<file path="config.mk">
export PLATFORM = sky130hd
export DESIGN_NAME = water_ball_ctrl
export DESIGN_NICKNAME = d
export VERILOG_FILES = /design/src/rtl/water_ball_pkg.sv /design/src/rtl/water_ball_slot.sv /design/src/rtl/water_ball_ctrl.sv
export SDC_FILE = /design/constraint.sdc
export NUM_CORES = 1
export LEC_CHECK = 0
export BUFFER_PORTS_ARGS = -buffer_cell sky130_fd_sc_hd__clkbuf_2
export CAP_MARGIN = 30
export CORE_UTILIZATION = 58
export DETAILED_ROUTE_END_ITERATION = 10
export PLACE_DENSITY_LB_ADDON = 0.12
export SYNTH_ARGS = -nofsm -noshare
export SYNTH_HDL_FRONTEND = slang
export SYNTH_SLANG_ARGS = --single-unit
</file>
<file path="constraint.sdc">
create_clock -name CLOCK -period 7.8 [get_ports CLOCK]
set_clock_uncertainty 0.05 [all_clocks]
set_input_delay 0.39 -clock CLOCK [delete_from_list [all_inputs] [get_ports CLOCK]]
set_output_delay 0.39 -clock CLOCK [all_outputs]
set_load 0.005 [all_outputs]
</file>
<file path="src/rtl/water_ball_pkg.sv">
// Water-ball projectile types and screen geometry shared by
// the controller and its per-slot engines.
package water_ball_pkg;

  localparam int SCREEN_W  = 96;
  localparam int SCREEN_H  = 64;
  localparam int SPRITE_SZ = 8;
  localparam int MAX_LEFT  = 88;
  localparam int MAX_TOP   = 56;

  typedef enum logic [1:0] {
    IDLE   = 2'd0,
    FLY    = 2'd1,
    SPLASH = 2'd2
  } slot_st_e;

  typedef struct packed {
    slot_st_e    state;
    logic [6:0]  x;
    logic [5:0]  y;
    logic        dir;
    logic [7:0]  splash_cnt;
  } slot_t;

  localparam slot_t SLOT_RST = '{
    state:      IDLE,
    x:          7'd0,
    y:          6'd0,
    dir:        1'b0,
    splash_cnt: 8'd0
  };

endpackage

</file>
<file path="src/rtl/water_ball_slot.sv">
// One projectile: FSM, move, screen-edge retire, collision, pixel cover.
// WATERBALL_GRAVITY_EN adds a 1 px/tick fall while flying.
module water_ball_slot
  import water_ball_pkg::*;
#(
  parameter int STEP         = 2,
  parameter int SPLASH_TICKS = 4
) (
  input  logic       CLOCK,
  input  logic       RESET,
  input  logic       i_load,
  input  logic [6:0] i_x,
  input  logic [5:0] i_y,
  input  logic       i_dir,
  input  logic       i_tick,
  input  logic       i_tgt_valid,
  input  logic [6:0] i_tgt_x,
  input  logic [5:0] i_tgt_y,
  input  logic [6:0] i_px,
  input  logic [5:0] i_py,
  output logic       o_live,
  output logic       o_own,
  output logic       o_hit,
  output logic [6:0] o_x,
  output logic [5:0] o_y
);

  slot_t      r_s;
  slot_t      w_nxt;
  logic [7:0] w_nx;
  logic [7:0] w_ny;
  logic [7:0] w_dx;
  logic [7:0] w_dy;
  logic       w_exit;
  logic       w_coll;

  always_ff @(posedge CLOCK) begin
    if (RESET) r_s <= SLOT_RST;
    else       r_s <= w_nxt;
  end

  // 8-bit arithmetic so a left step below zero is caught, never wrapped
  always_comb begin
    w_nx   = r_s.dir ? {1'b0, r_s.x} + 8'(STEP)
                     : {1'b0, r_s.x} - 8'(STEP);
    w_exit = r_s.dir ? (w_nx > 8'(MAX_LEFT))
                     : ({1'b0, r_s.x} < 8'(STEP));
`ifdef WATERBALL_GRAVITY_EN
    w_ny   = {2'b0, r_s.y} + 8'd1;
    w_exit = w_exit | (w_ny > 8'(MAX_TOP));
`else
    w_ny   = {2'b0, r_s.y};
`endif
    w_dx   = (w_nx >= {1'b0, i_tgt_x}) ? w_nx - {1'b0, i_tgt_x}
                                       : {1'b0, i_tgt_x} - w_nx;
    w_dy   = (w_ny >= {2'b0, i_tgt_y}) ? w_ny - {2'b0, i_tgt_y}
                                       : {2'b0, i_tgt_y} - w_ny;
    w_coll = i_tgt_valid && !w_exit &&
             (w_dx < 8'(SPRITE_SZ)) && (w_dy < 8'(SPRITE_SZ));
  end

  always_comb begin
    w_nxt = r_s;
    o_hit = 1'b0;
    unique case (r_s.state)
      IDLE: begin
        if (i_load) begin
          w_nxt.state      = FLY;
          w_nxt.x          = i_x;
          w_nxt.y          = i_y;
          w_nxt.dir        = i_dir;
          w_nxt.splash_cnt = 8'd0;
        end
      end
      FLY: begin
        if (i_tick) begin
          if (w_exit) begin
            w_nxt.state = IDLE;
          end else begin
            w_nxt.x = w_nx[6:0];
            w_nxt.y = w_ny[5:0];
            if (w_coll) begin
              w_nxt.state      = SPLASH;
              w_nxt.splash_cnt = 8'(SPLASH_TICKS);
              o_hit            = 1'b1;
            end
          end
        end
      end
      SPLASH: begin
        if (i_tick) begin
          w_nxt.splash_cnt = r_s.splash_cnt - 8'd1;
          if (r_s.splash_cnt <= 8'd1) w_nxt.state = IDLE;
        end
      end
      default: w_nxt.state = IDLE;
    endcase
  end

  assign o_live = (r_s.state != IDLE);
  assign o_own  = o_live &&
                  ({1'b0, i_px} >= {1'b0, r_s.x}) &&
                  ({1'b0, i_px} <= {1'b0, r_s.x} + 8'd7) &&
                  ({2'b0, i_py} >= {2'b0, r_s.y}) &&
                  ({2'b0, i_py} <= {2'b0, r_s.y} + 8'd7);
  assign o_x    = r_s.x;
  assign o_y    = r_s.y;

endmodule

</file>
<file path="src/rtl/water_ball_ctrl.sv">
// Water-ball controller: launch, cooldown, sprite pixel arbiter, hits.
// Optional gravity lives in water_ball_slot under WATERBALL_GRAVITY_EN.
module water_ball_ctrl
  import water_ball_pkg::*;
#(
  parameter int SLOTS        = 4,
  parameter int STEP         = 2,
  parameter int COOLDOWN     = 3,
  parameter int SPLASH_TICKS = 4
) (
  input  logic             CLOCK,
  input  logic             RESET,
  input  logic             fire_req,
  input  logic [6:0]       fire_x,
  input  logic [5:0]       fire_y,
  input  logic             fire_dir,
  output logic             fire_ack,
  input  logic             move_tick,
  input  logic             target_valid,
  input  logic [6:0]       target_x,
  input  logic [5:0]       target_y,
  input  logic [6:0]       X,
  input  logic [5:0]       Y,
  output logic [6:0]       ball_leftX,
  output logic [5:0]       ball_topY,
  output logic             ball_hit,
  output logic [SLOTS-1:0] active_mask,
  output logic             hit_pulse,
  output logic [7:0]       hit_count
);

  logic [SLOTS-1:0] w_live;
  logic [SLOTS-1:0] w_own;
  logic [SLOTS-1:0] w_hit;
  logic [SLOTS-1:0] w_load;
  logic [6:0]       w_x [SLOTS];
  logic [5:0]       w_y [SLOTS];
  logic             w_found;
  logic             w_accept;
  logic             w_any;
  logic [6:0]       w_sel_x;
  logic [5:0]       w_sel_y;
  logic [3:0]       w_nhits;
  logic [8:0]       w_sum;

  logic [7:0]       r_cd;
  logic             r_ack;
  logic             r_hitp;
  logic [7:0]       r_cnt;
  logic             r_bhit;
  logic [6:0]       r_bx;
  logic [5:0]       r_by;

  for (genvar g = 0; g < SLOTS; g++) begin : g_slot
    water_ball_slot #(
      .STEP        (STEP),
      .SPLASH_TICKS(SPLASH_TICKS)
    ) u_slot (
      .CLOCK      (CLOCK),
      .RESET      (RESET),
      .i_load     (w_load[g]),
      .i_x        (fire_x),
      .i_y        (fire_y),
      .i_dir      (fire_dir),
      .i_tick     (move_tick),
      .i_tgt_valid(target_valid),
      .i_tgt_x    (target_x),
      .i_tgt_y    (target_y),
      .i_px       (X),
      .i_py       (Y),
      .o_live     (w_live[g]),
      .o_own      (w_own[g]),
      .o_hit      (w_hit[g]),
      .o_x        (w_x[g]),
      .o_y        (w_y[g])
    );
  end

  always_comb begin
    w_load  = '0;
    w_found = 1'b0;
    for (int i = 0; i < SLOTS; i++) begin
      if (!w_live[i] && !w_found) begin
        w_load[i] = 1'b1;
        w_found   = 1'b1;
      end
    end
    w_accept = fire_req && (r_cd == 8'd0) && w_found;
    if (!w_accept) w_load = '0;
  end

  always_comb begin
    w_any   = 1'b0;
    w_sel_x = 7'd0;
    w_sel_y = 6'd0;
    w_nhits = 4'd0;
    for (int i = 0; i < SLOTS; i++) begin
      if (w_own[i] && !w_any) begin
        w_any   = 1'b1;
        w_sel_x = w_x[i];
        w_sel_y = w_y[i];
      end
      w_nhits = w_nhits + {3'b0, w_hit[i]};
    end
    w_sum = {1'b0, r_cnt} + {5'b0, w_nhits};
  end

  always_ff @(posedge CLOCK) begin
    if (RESET) begin
      r_cd   <= 8'd0;
      r_ack  <= 1'b0;
      r_hitp <= 1'b0;
      r_cnt  <= 8'd0;
      r_bhit <= 1'b0;
      r_bx   <= 7'd0;
      r_by   <= 6'd0;
    end else begin
      if (w_accept)
        r_cd <= 8'(COOLDOWN);
      else if (move_tick && r_cd != 8'd0)
        r_cd <= r_cd - 8'd1;
      r_ack  <= w_accept;
      r_hitp <= |w_hit;
      r_cnt  <= (w_sum > 9'd255) ? 8'd255 : w_sum[7:0];
      r_bhit <= w_any;
      r_bx   <= w_sel_x;
      r_by   <= w_sel_y;
    end
  end

  assign fire_ack    = r_ack;
  assign hit_pulse   = r_hitp;
  assign hit_count   = r_cnt;
  assign ball_hit    = r_bhit;
  assign ball_leftX  = r_bx;
  assign ball_topY   = r_by;
  assign active_mask = w_live;

endmodule

</file>
==> results.json, run 1 <==
{
  "synth_top_area_cell": "ha_1",
  "synthArstFlopShare_pct": 0,
  "timing.reg2reg.setup_slack_ns": 1.44,
  "clock.fmax_ghz": 0.157,
  "crit_fanout": 11,
  "period_minus_slack_ns": 6.36,
  "gr-total-overflow": 0,
  "seqPwrFrac_pct": 25.1,
  "holdPathEnd": "g_slot[3].u_slot.o_x[0]",
  "dp_hpwl_um": 35800,
  "synth.avg_cell_area_sq_um": 7.66,
  "r2r_cells": 21,
  "swShare_pct": 43.1,
  "slew_headroom_pct": 28.2,
  "ir_drop_mv": 0.246,
  "die_w_um": 160,
  "cts_resized": 0,
  "area_growth_pct": 7.94,
  "p_clk_share_pct": 26.5,
  "cts.sinks": 128,
  "hold_path.class": "in2reg",
  "grt_pass1_wl_um": 73100,
  "grt.total_usage_pct": 36.1,
  "syn_area_sq_um": 14400,
  "whs_path_depth": 3,
  "htree_levels": 4,
  "hold_start": "fire_x[0]",
  "synth_seq_cells": 128,
  "period_share_pct": 81.5,
  "place_congestion": 0.991,
  "combPwrFrac_pct": 48.4,
  "grt_max_degree": 72,
  "vias": 14500,
  "fin_cells": 2243,
  "firstDrtPassIters": 5,
  "rsz0062_at_grt": "false",
  "synth_top_area_share_pct": 22.7,
  "diodes": 0,
  "cp-start-kind": "flop",
  "dieArea_sq_um": 25500,
  "clk_latency_ns": 0.43,
  "yosysSeqAreaShare_pct": 17.7,
  "avgRoutedWirePerCell_um": 20.7,
  "tns_ns": 0,
  "worst_setup_path_end_kind": "flop",
  "internal_power_mw": 1.76,
  "cts_tree": "yes",
  "fp.dieH_um": 160,
  "dp_cells": 2211,
  "switching_power_mw": 1.33,
  "root_buffer": "clkbuf_16",
  "post_cts_buffers": 0,
  "start_util_pct": 59.2,
  "ys.flop_type": "dfxtp_1",
  "cts_buffer_depth": 2,
  "rows": 57,
  "yosysWarnings": 0,
  "synth_edf_count": 0,
  "critical_path_class": "reg2reg",
  "clk_pin_slew_ns": 0.06,
  "placement.io_buffers": 72,
  "crit_arrival_ns": 6.66,
  "avgViaCountPerCell": 6.46,
  "leakagePower_nw": 6.53,
  "cp_slowest_cell": "o311ai_0",
  "cp_cell_sequence": "inv_1 > ha_1 > mux2i_1 > xnor2_1 > ha_1 > o21a_1 > o31ai_1 > a21oi_1 > a21oi_1 > o311ai_0 > nand4_1 > nor3_1 > nand4_1 > fa_1 > inv_1 > fa_1 > fa_1 > nand2_1 > nor2_1 > or2_2 > a21oi_1",
  "utilization_pct": 63.9,
  "wirelength_um": 46400,
  "r2r_end": "hit_count[4]",
  "io_pins": 73,
  "drc_errors": 0,
  "tightest_slew_ns": 1.08,
  "drive_above_1_share_pct": 7.61,
  "slowest_delay_ns": 0.71,
  "layout_commonest_cell": "ha_1",
  "cap_viol_max_count": 0,
  "setup_viol": 0,
  "postRouteAntennaNets": 0,
  "power_density_nw_per_um2": 199,
  "layout.nets": 2216,
  "synth_nets": 2195,
  "core_sq_um": 24400,
  "status": "finished, final reports clean",
  "r2r-start": "g_slot[2].u_slot.o_x[1]",
  "synth_cells": 1885,
  "grt_pass1_vias": 13500,
  "slew_viol_final": 0,
  "hold_viol": 0,
  "synth_area_leaders": "ha_1 23%, dfxtp_1 18%, a21oi_1 5.9%, nor2_1 4.2%, inv_1 3.9%",
  "cts_made_buffers": 17,
  "antenna_found_initial": 1,
  "crit_required_ns": 8.10,
  "drt_iter0_drc": 1298,
  "holdBufCountCts": 0,
  "yosysUniqueCellTypes": 88,
  "layout_common_cells": "262 x ha_1, 170 x a21oi_1, 163 x nor2_1, 151 x inv_1, 136 x nand2_1"
}
stage by stage:
stage	worst slack [ns]	area, sq um	total power [mW]	hold WS [ns]
CTS	1.46	15600	3.07	0.212
global route	1.14	15600	3.29	0.236
floorplan	2.48	14400	1.88	0.386
finish	1.44	15600	3.10	0.233
global placement	1.64	15000	2.22	0.403
detailed placement	1.58	15000	2.24	0.422
synth_stat cells (18+ instances only):
master and n:
a221oi_1 26, o31ai_1 21, nand2b_1 23, nand3_1 34, o21ai_1 20, nor3b_1 28
nor2b_1 39, nor2_1 163, a211oi_1 42, nor3_1 30, o21ai_0 88, nand4_1 30
ha_1 262, a21oi_1 170, o21a_1 45, nor4_1 18, or3_1 23, clkbuf_1 68
dfxtp_1 128, nand2_1 136, inv_1 151, xnor2_1 64
cell type report:
type / count / area, sq um
clock inverters: 14 / 165
multi-input cells: 1523 / 11000
flip-flops and latches: 128 / 2560
clock buffers: 18 / 429
repair buffers: 83 / 463
well taps: 324 / 405
inverters: 153 / 574
fillers: 2276 / 8800
worst max path at each step:
stage / startpoint / endpoint / slack [ns]
2_1_floorplan: g_slot[0].u_slot.o_x[2] / hit_count[4] / 2.48
3_3_place_gp: g_slot[2].u_slot.o_x[1] / hit_count[4] / 1.64
3_5_place_dp: g_slot[2].u_slot.o_x[1] / hit_count[4] / 1.58
4_1_cts: g_slot[2].u_slot.o_x[1] / hit_count[4] / 1.46
5_1_grt: g_slot[0].u_slot.o_x[1] / hit_count[5] / 1.14
6_report: g_slot[2].u_slot.o_x[1] / hit_count[4] / 1.44
sequential cells by signal (all words and copies together) (netlist names):
signal,count
ball_hit,1
ball_leftX,7
ball_topY,6
fire_ack,1
g_slot.u_slot.o_x,28
g_slot.u_slot.o_y,24
g_slot.u_slot.r_s,44
hit_count,8
hit_pulse,1
r_cd,8
cell families after synthesis:
| group | synth area share [%] |
|---|---|
| flops | 17.7 |
| mux | 1.65 |
| buf+inv | 6.29 |
| compound gates | 25.0 |
| xor+xnor | 4.43 |
| simple gates | 21.8 |
| fa+ha+maj | 23.1 |
worst max-delay path, delay by kind of cell, from the launching register on:
| kind | cells | cell delay [ns] |
|---|---|---|
| adder cells (fa/ha/maj) | 5 | 2.14 |
| XOR/XNOR | 1 | 0.14 |
| flip-flops | 1 | 0.52 |
| AO/OA/AOI/OAI | 6 | 1.47 |
| buffers and inverters | 2 | 0.25 |
| AND/OR/NAND/NOR | 6 | 1.55 |
| multiplexers | 1 | 0.16 |
power groups by stage:
stage | Clock (mW) | Combinational [mW] | Sequential [mW]
after CTS | 0.827 | 1.47 | 0.773
after global placement | 0 | 1.43 | 0.785
after global routing | 0.858 | 1.65 | 0.783
after floorplan | 0 | 1.13 | 0.749
after detailed placement | 0 | 1.45 | 0.787
final | 0.821 | 1.50 | 0.776
metal layers:
layer,up-vias,share of wire [%],global-route usage [%]
met3,124,8.1,5.92
met2,627,45,58.6
met1,6843,43,47.4
li1,6894,-,-
met5,-,0.030,0
met4,2,4.0,15.0
Note: power is estimated with default switching activity, not from simulation.
==> run 2: changes to the inputs <==
==> constraint.sdc (replaced) <==
create_clock -name CLOCK -period 5.3 [get_ports CLOCK]
set_clock_uncertainty 0.05 [all_clocks]
set_input_delay 0.265 -clock CLOCK [delete_from_list [all_inputs] [get_ports CLOCK]]
set_output_delay 0.265 -clock CLOCK [all_outputs]
set_load 0.005 [all_outputs]
==> run 2 against run 1 <==
Die area did not move. Final cell count grew 5.5%. Power rose by 67%. Sequential cell count stayed put. Clock power grew 63%. Non-clock buffer count up 124. Combinational power grew 81%. Critical endpoint is now hit_count[1].
==> results.json, run 2 (synthesis gave the netlist of run 1 again) <==
{
  "avgRoutedWirePerCell_um": 20.4,
  "fp.dieH_um": 160,
  "power_density_nw_per_um2": 307,
  "period_minus_slack_ns": 5.26,
  "cts.sinks": 128,
  "layout_commonest_cell": "ha_1",
  "io_pins": 73,
  "clock.fmax_ghz": 0.190,
  "slew_viol_final": 0,
  "hold_viol": 0,
  "drc_errors": 0,
  "ir_drop_mv": 0.367,
  "gr-total-overflow": 0,
  "drt_iter0_drc": 1443,
  "avgViaCountPerCell": 6.32,
  "crit_arrival_ns": 5.49,
  "slowest_delay_ns": 0.54,
  "grt_pass1_vias": 14000,
  "crit_top_cell": "buf_4",
  "seqPwrFrac_pct": 21.9,
  "cp-start-kind": "flop",
  "drive_above_1_share_pct": 15.8,
  "internal_power_mw": 3.05,
  "cpLargestDelayFamily": "adder cells",
  "crit_required_ns": 5.52,
  "crit_fanout": 6,
  "rows": 57,
  "slew_headroom_pct": 33.5,
  "firstDrtPassIters": 8,
  "gr-usage-met1_pct": 48.7,
  "fin_cells": 2367,
  "wirelength_um": 48300,
  "clk_pin_slew_ns": 0.06,
  "tightest_slew_ns": 0.997,
  "placement.io_buffers": 72,
  "grt_use_met3_pct": 6.44,
  "critical_path_class": "reg2reg",
  "cts_made_buffers": 17,
  "start_util_pct": 59.2,
  "swShare_pct": 41.1,
  "rsz0062_at_grt": "true",
  "leakagePower_nw": 7.22,
  "layout.nets": 2340,
  "dp_cells": 2326,
  "p_clk_share_pct": 25.9,
  "grt-busiest-layer": "met2",
  "fin_area_sq_um": 16900,
  "vias": 15000,
  "clk_latency_ns": 0.44,
  "largest_register_ffs": 44,
  "hold_path.class": "in2reg",
  "layout_common_cells": "256 x ha_1, 163 x a21oi_1, 161 x nor2_1, 148 x inv_1, 134 x nand2_1",
  "place_congestion": 0.993,
  "grt_pass1_wl_um": 75000,
  "antenna_found_initial": 0,
  "fill_cells": 2130,
  "area_growth_pct": 16.7,
  "htree_levels": 4,
  "top_register": "g_slot.u_slot.r_s",
  "core_sq_um": 24400,
  "worst_setup_path_end_kind": "flop",
  "grtUsageMet2_pct": 59.7,
  "root_buffer": "clkbuf_16",
  "cp_num_buf_inv": 6,
  "placed_area_sq_um": 15900,
  "setup_viol": 0,
  "cp_slowest_cell": "fa_1",
  "cts_tree": "yes",
  "grt.total_usage_pct": 37.3,
  "postRouteAntennaNets": 0,
  "die_w_um": 160,
  "period_share_pct": 99.3,
  "switching_power_mw": 2.13,
  "holdBufCountCts": 0,
  "grt_max_degree": 89,
  "diodes": 0,
  "dp_hpwl_um": 37100,
  "cts_buffer_depth": 2,
  "dieArea_sq_um": 25500,
  "combPwrFrac_pct": 52.2,
  "status": "finished, final reports clean",
  "cap_viol_max_count": 0
}
-- run 2: changes by cell type in the layout (fill, tap and decap cells not counted), sizes merged --
cell    delta
buf      +124
clkinv     -2
bufinv     +2
-- run 2: worst paths after layout --
| path | start | endpoint | slack (ns) | depth (start not counted) |
|---|---|---|---|---|
| worst max-delay path | g_slot[0].u_slot.o_x[1] | hit_count[1] | 0.04 | 25 |
| worst min register to register | g_slot[3].u_slot.r_s[1] | g_slot[3].u_slot.r_s[1] | 0.42 | 2 |
| worst max register to register | g_slot[0].u_slot.o_x[1] | hit_count[1] | 0.04 | 25 |
| worst min-delay path | fire_dir | g_slot[0].u_slot.r_s[8] | 0.09 | 3 |
-- run 2: worst min-delay path, cell delays in order --
cell	delay (ns)
clkbuf_2	0.13
nand2_1	0.08
a21oi_1	0.05
-- run 2: area by class of cell --
type / count / area (sq um) / area share, %
multi-input cells: 1523 / 11300 / 66.7
flip-flops and latches: 128 / 2580 / 15.3
repair buffers: 207 / 1390 / 8.23
inverters: 153 / 577 / 3.42
clock buffers: 18 / 439 / 2.60
well taps: 324 / 405 / 2.40
clock inverters: 14 / 219 / 1.30
-- run 2: stage by stage --
stage / total power [mW] / utilization, % / hold WS [ns] / setup TNS (ns) / setup slack [ns]
2_1_floorplan: 2.77 / - / 0.351 / 0 / 0.00523
3_3_place_gp: 3.52 / 65.0 / 0.404 / -2.48 / -0.363
3_5_place_dp: 3.54 / 65.0 / 0.414 / -3.21 / -0.435
4_1_cts: 4.95 / 68.0 / 0.0717 / 0 / 0.0147
5_1_grt: 5.47 / 69.1 / 0.0887 / -1.03 / -0.175
6_report: 5.18 / 69.1 / 0.0907 / 0 / 0.0366
-- run 2: metal layers --
metal  up-vias  routed length [um]
met2       632               21400
met3       150                3580
li1       7159                   -
met4         0                2190
met5         -                   0
met1      7025               21100
-- run 2: what timing repair did --
item                       4_1_cts  5_1_grt
pin swaps                        6       21
resized for setup               19       46
setup endpoints to repair        8        8
setup buffers                    1        8
-- run 2: power groups by stage --
stage	sequential [mW]	clock [mW]	combinational, mW
global route	1.14	1.39	2.94
global placement	1.14	0	2.38
finish	1.13	1.34	2.71
CTS	1.12	1.35	2.48
detailed placement	1.14	0	2.41
floorplan	1.10	0	1.66
==> run 3: changes to the inputs <==
==> constraint.sdc (replaced) <==
create_clock -name CLOCK -period 6.8 [get_ports CLOCK]
set_clock_uncertainty 0.05 [all_clocks]
set_input_delay 0.34 -clock CLOCK [delete_from_list [all_inputs] [get_ports CLOCK]]
set_output_delay 0.34 -clock CLOCK [all_outputs]
set_load 0.005 [all_outputs]
==> run 3 against run 2 <==
Sequential power decreased by 21%. Sequential share of layout area increased by 1.1 points. Highest routed layer is now met5. Maximum frequency decreased by 16%.
==> results.json, run 3 (synthesis gave the netlist of run 1 again) <==
{
  "grtUsageMet2_pct": 57.3,
  "vias": 14400,
  "postRouteAntennaNets": 0,
  "critical_path_class": "reg2reg",
  "ir_drop_mv": 0.222,
  "cts_tree": "yes",
  "fin_area_sq_um": 15600,
  "rsz0062_at_grt": "false",
  "layout.nets": 2217,
  "hold_path.class": "in2reg",
  "power_density_nw_per_um2": 225,
  "crit_required_ns": 7.11,
  "grt_use_met3_pct": 5.82,
  "seqPwrFrac_pct": 25.4,
  "wirelength_um": 45500,
  "switching_power_mw": 1.52,
  "combPwrFrac_pct": 48.5,
  "period_share_pct": 91.9,
  "grt_max_degree": 82,
  "hold_viol": 0,
  "setup_viol": 0,
  "placement.io_buffers": 72,
  "post-place-ws_ns": 0.612,
  "cts.sinks": 128,
  "drive_above_1_share_pct": 7.71,
  "power.total_mw": 3.51,
  "core_sq_um": 24400,
  "cp-start-kind": "flop",
  "tns_ns": 0,
  "clk_latency_ns": 0.43,
  "internal_power_mw": 1.99,
  "start_util_pct": 59.2,
  "slew_headroom_pct": 31.3,
  "drt_iter0_drc": 1298,
  "fin_ws_ns": 0.550,
  "gr-total-overflow": 0,
  "top_register": "g_slot.u_slot.r_s",
  "avgViaCountPerCell": 6.41,
  "place_congestion": 0.974,
  "timing.reg2reg.setup_slack_ns": 0.55,
  "swShare_pct": 43.3,
  "grt-busiest-layer": "met2",
  "die_w_um": 160,
  "fp.dieH_um": 160,
  "grt_pass1_wl_um": 72200,
  "grt.total_usage_pct": 35.7,
  "layout_common_cells": "262 x ha_1, 170 x a21oi_1, 163 x nor2_1, 151 x inv_1, 136 x nand2_1",
  "post_cts_buffers": 0,
  "status": "finished, final reports clean",
  "slew_viol_final": 0,
  "layout_commonest_cell": "ha_1",
  "leakagePower_nw": 6.53,
  "worst_setup_path_end_kind": "flop",
  "cts_resized": 0,
  "cts_made_buffers": 17,
  "placed_area_sq_um": 15000,
  "largest_register_ffs": 44,
  "period_minus_slack_ns": 6.25,
  "dieArea_sq_um": 25500,
  "grt_pass1_vias": 13300,
  "dp_hpwl_um": 35500,
  "io_pins": 73,
  "antenna_found_initial": 2,
  "clk_pin_slew_ns": 0.07,
  "p_clk_share_pct": 26.2,
  "rows": 57,
  "crit_arrival_ns": 6.56,
  "avgRoutedWirePerCell_um": 20.3,
  "area_growth_pct": 7.89,
  "cap_viol_max_count": 0,
  "root_buffer": "clkbuf_16",
  "diodes": 0,
  "crit_fanout": 10,
  "htree_levels": 4,
  "gr-usage-met1_pct": 47.4,
  "drc_errors": 0,
  "cts_buffer_depth": 2,
  "holdBufCountCts": 0,
  "clock.fmax_ghz": 0.160,
  "firstDrtPassIters": 6,
  "tightest_slew_ns": 1.02
}
[run 3: changes by cell type in the layout (fill, tap and decap cells not counted), sizes merged]
cell	delta
bufinv	-3
buf	-123
clkinv	+3
[run 3: stage by stage]
| step | cells | util [%] | hold slack, ns |
|---|---|---|---|
| 2_1_floorplan | 1885 | - | 0.386 |
| 3_3_place_gp | 2208 | 61.3 | 0.401 |
| 3_5_place_dp | 2212 | 61.5 | 0.419 |
| 4_1_cts | 2244 | 63.9 | 0.164 |
| 5_1_grt | 2244 | 63.9 | 0.181 |
| 6_report | 2244 | 63.9 | 0.179 |
[run 3: layout make-up]
cell class / count / area (sq um)
Multi-Input combinational cell: 1523 / 11000
Fill cell: 2245 / 8800
Sequential cell: 128 / 2560
Inverter: 153 / 574
Timing Repair Buffer: 84 / 470
Clock buffer: 18 / 439
Tap cell: 324 / 405
Clock inverter: 14 / 140
[run 3: final timing paths]
path | from | end | cells after the start
min | fire_dir | g_slot[0].u_slot.r_s[8] | 3
max | g_slot[0].u_slot.o_x[1] | hit_count[4] | 23
max reg2reg | g_slot[0].u_slot.o_x[1] | hit_count[4] | 23
min reg2reg | g_slot[3].u_slot.r_s[1] | g_slot[3].u_slot.r_s[1] | 2
[run 3: power by group through the flow]
stage | Clock, mW | Sequential [mW] | Combinational, mW
6_report | 0.918 | 0.890 | 1.70
2_1_floorplan | 0 | 0.859 | 1.30
3_3_place_gp | 0 | 0.900 | 1.65
5_1_grt | 0.956 | 0.895 | 1.89
4_1_cts | 0.923 | 0.885 | 1.68
3_5_place_dp | 0 | 0.902 | 1.66
[run 3: per-layer routing]
| layer | up-vias | share of wire (%) |
|---|---|---|
| met3 | 112 | 7.3 |
| met5 | - | 0.026 |
| li1 | 6901 | - |
| met4 | 2 | 3.8 |
| met1 | 6801 | 44 |
| met2 | 560 | 45 |
[run 3: critical path, cell delays in order, from the launching register on]
cell	delay [ns]
dfxtp_1	0.50
inv_1	0.21
ha_1	0.29
a2bb2oi_1	0.18
xnor2_1	0.26
inv_1	0.09
ha_1	0.38
a21oi_1	0.17
o21a_1	0.17
o21ai_0	0.19
a21oi_1	0.32
mux2i_1	0.34
xnor2_1	0.17
o211ai_1	0.12
nor4_1	0.46
nand3_1	0.21
fa_1	0.51
inv_1	0.05
fa_1	0.47
fa_1	0.44
nand2_1	0.08
nor2_1	0.08
or2_2	0.30
a21oi_1	0.13
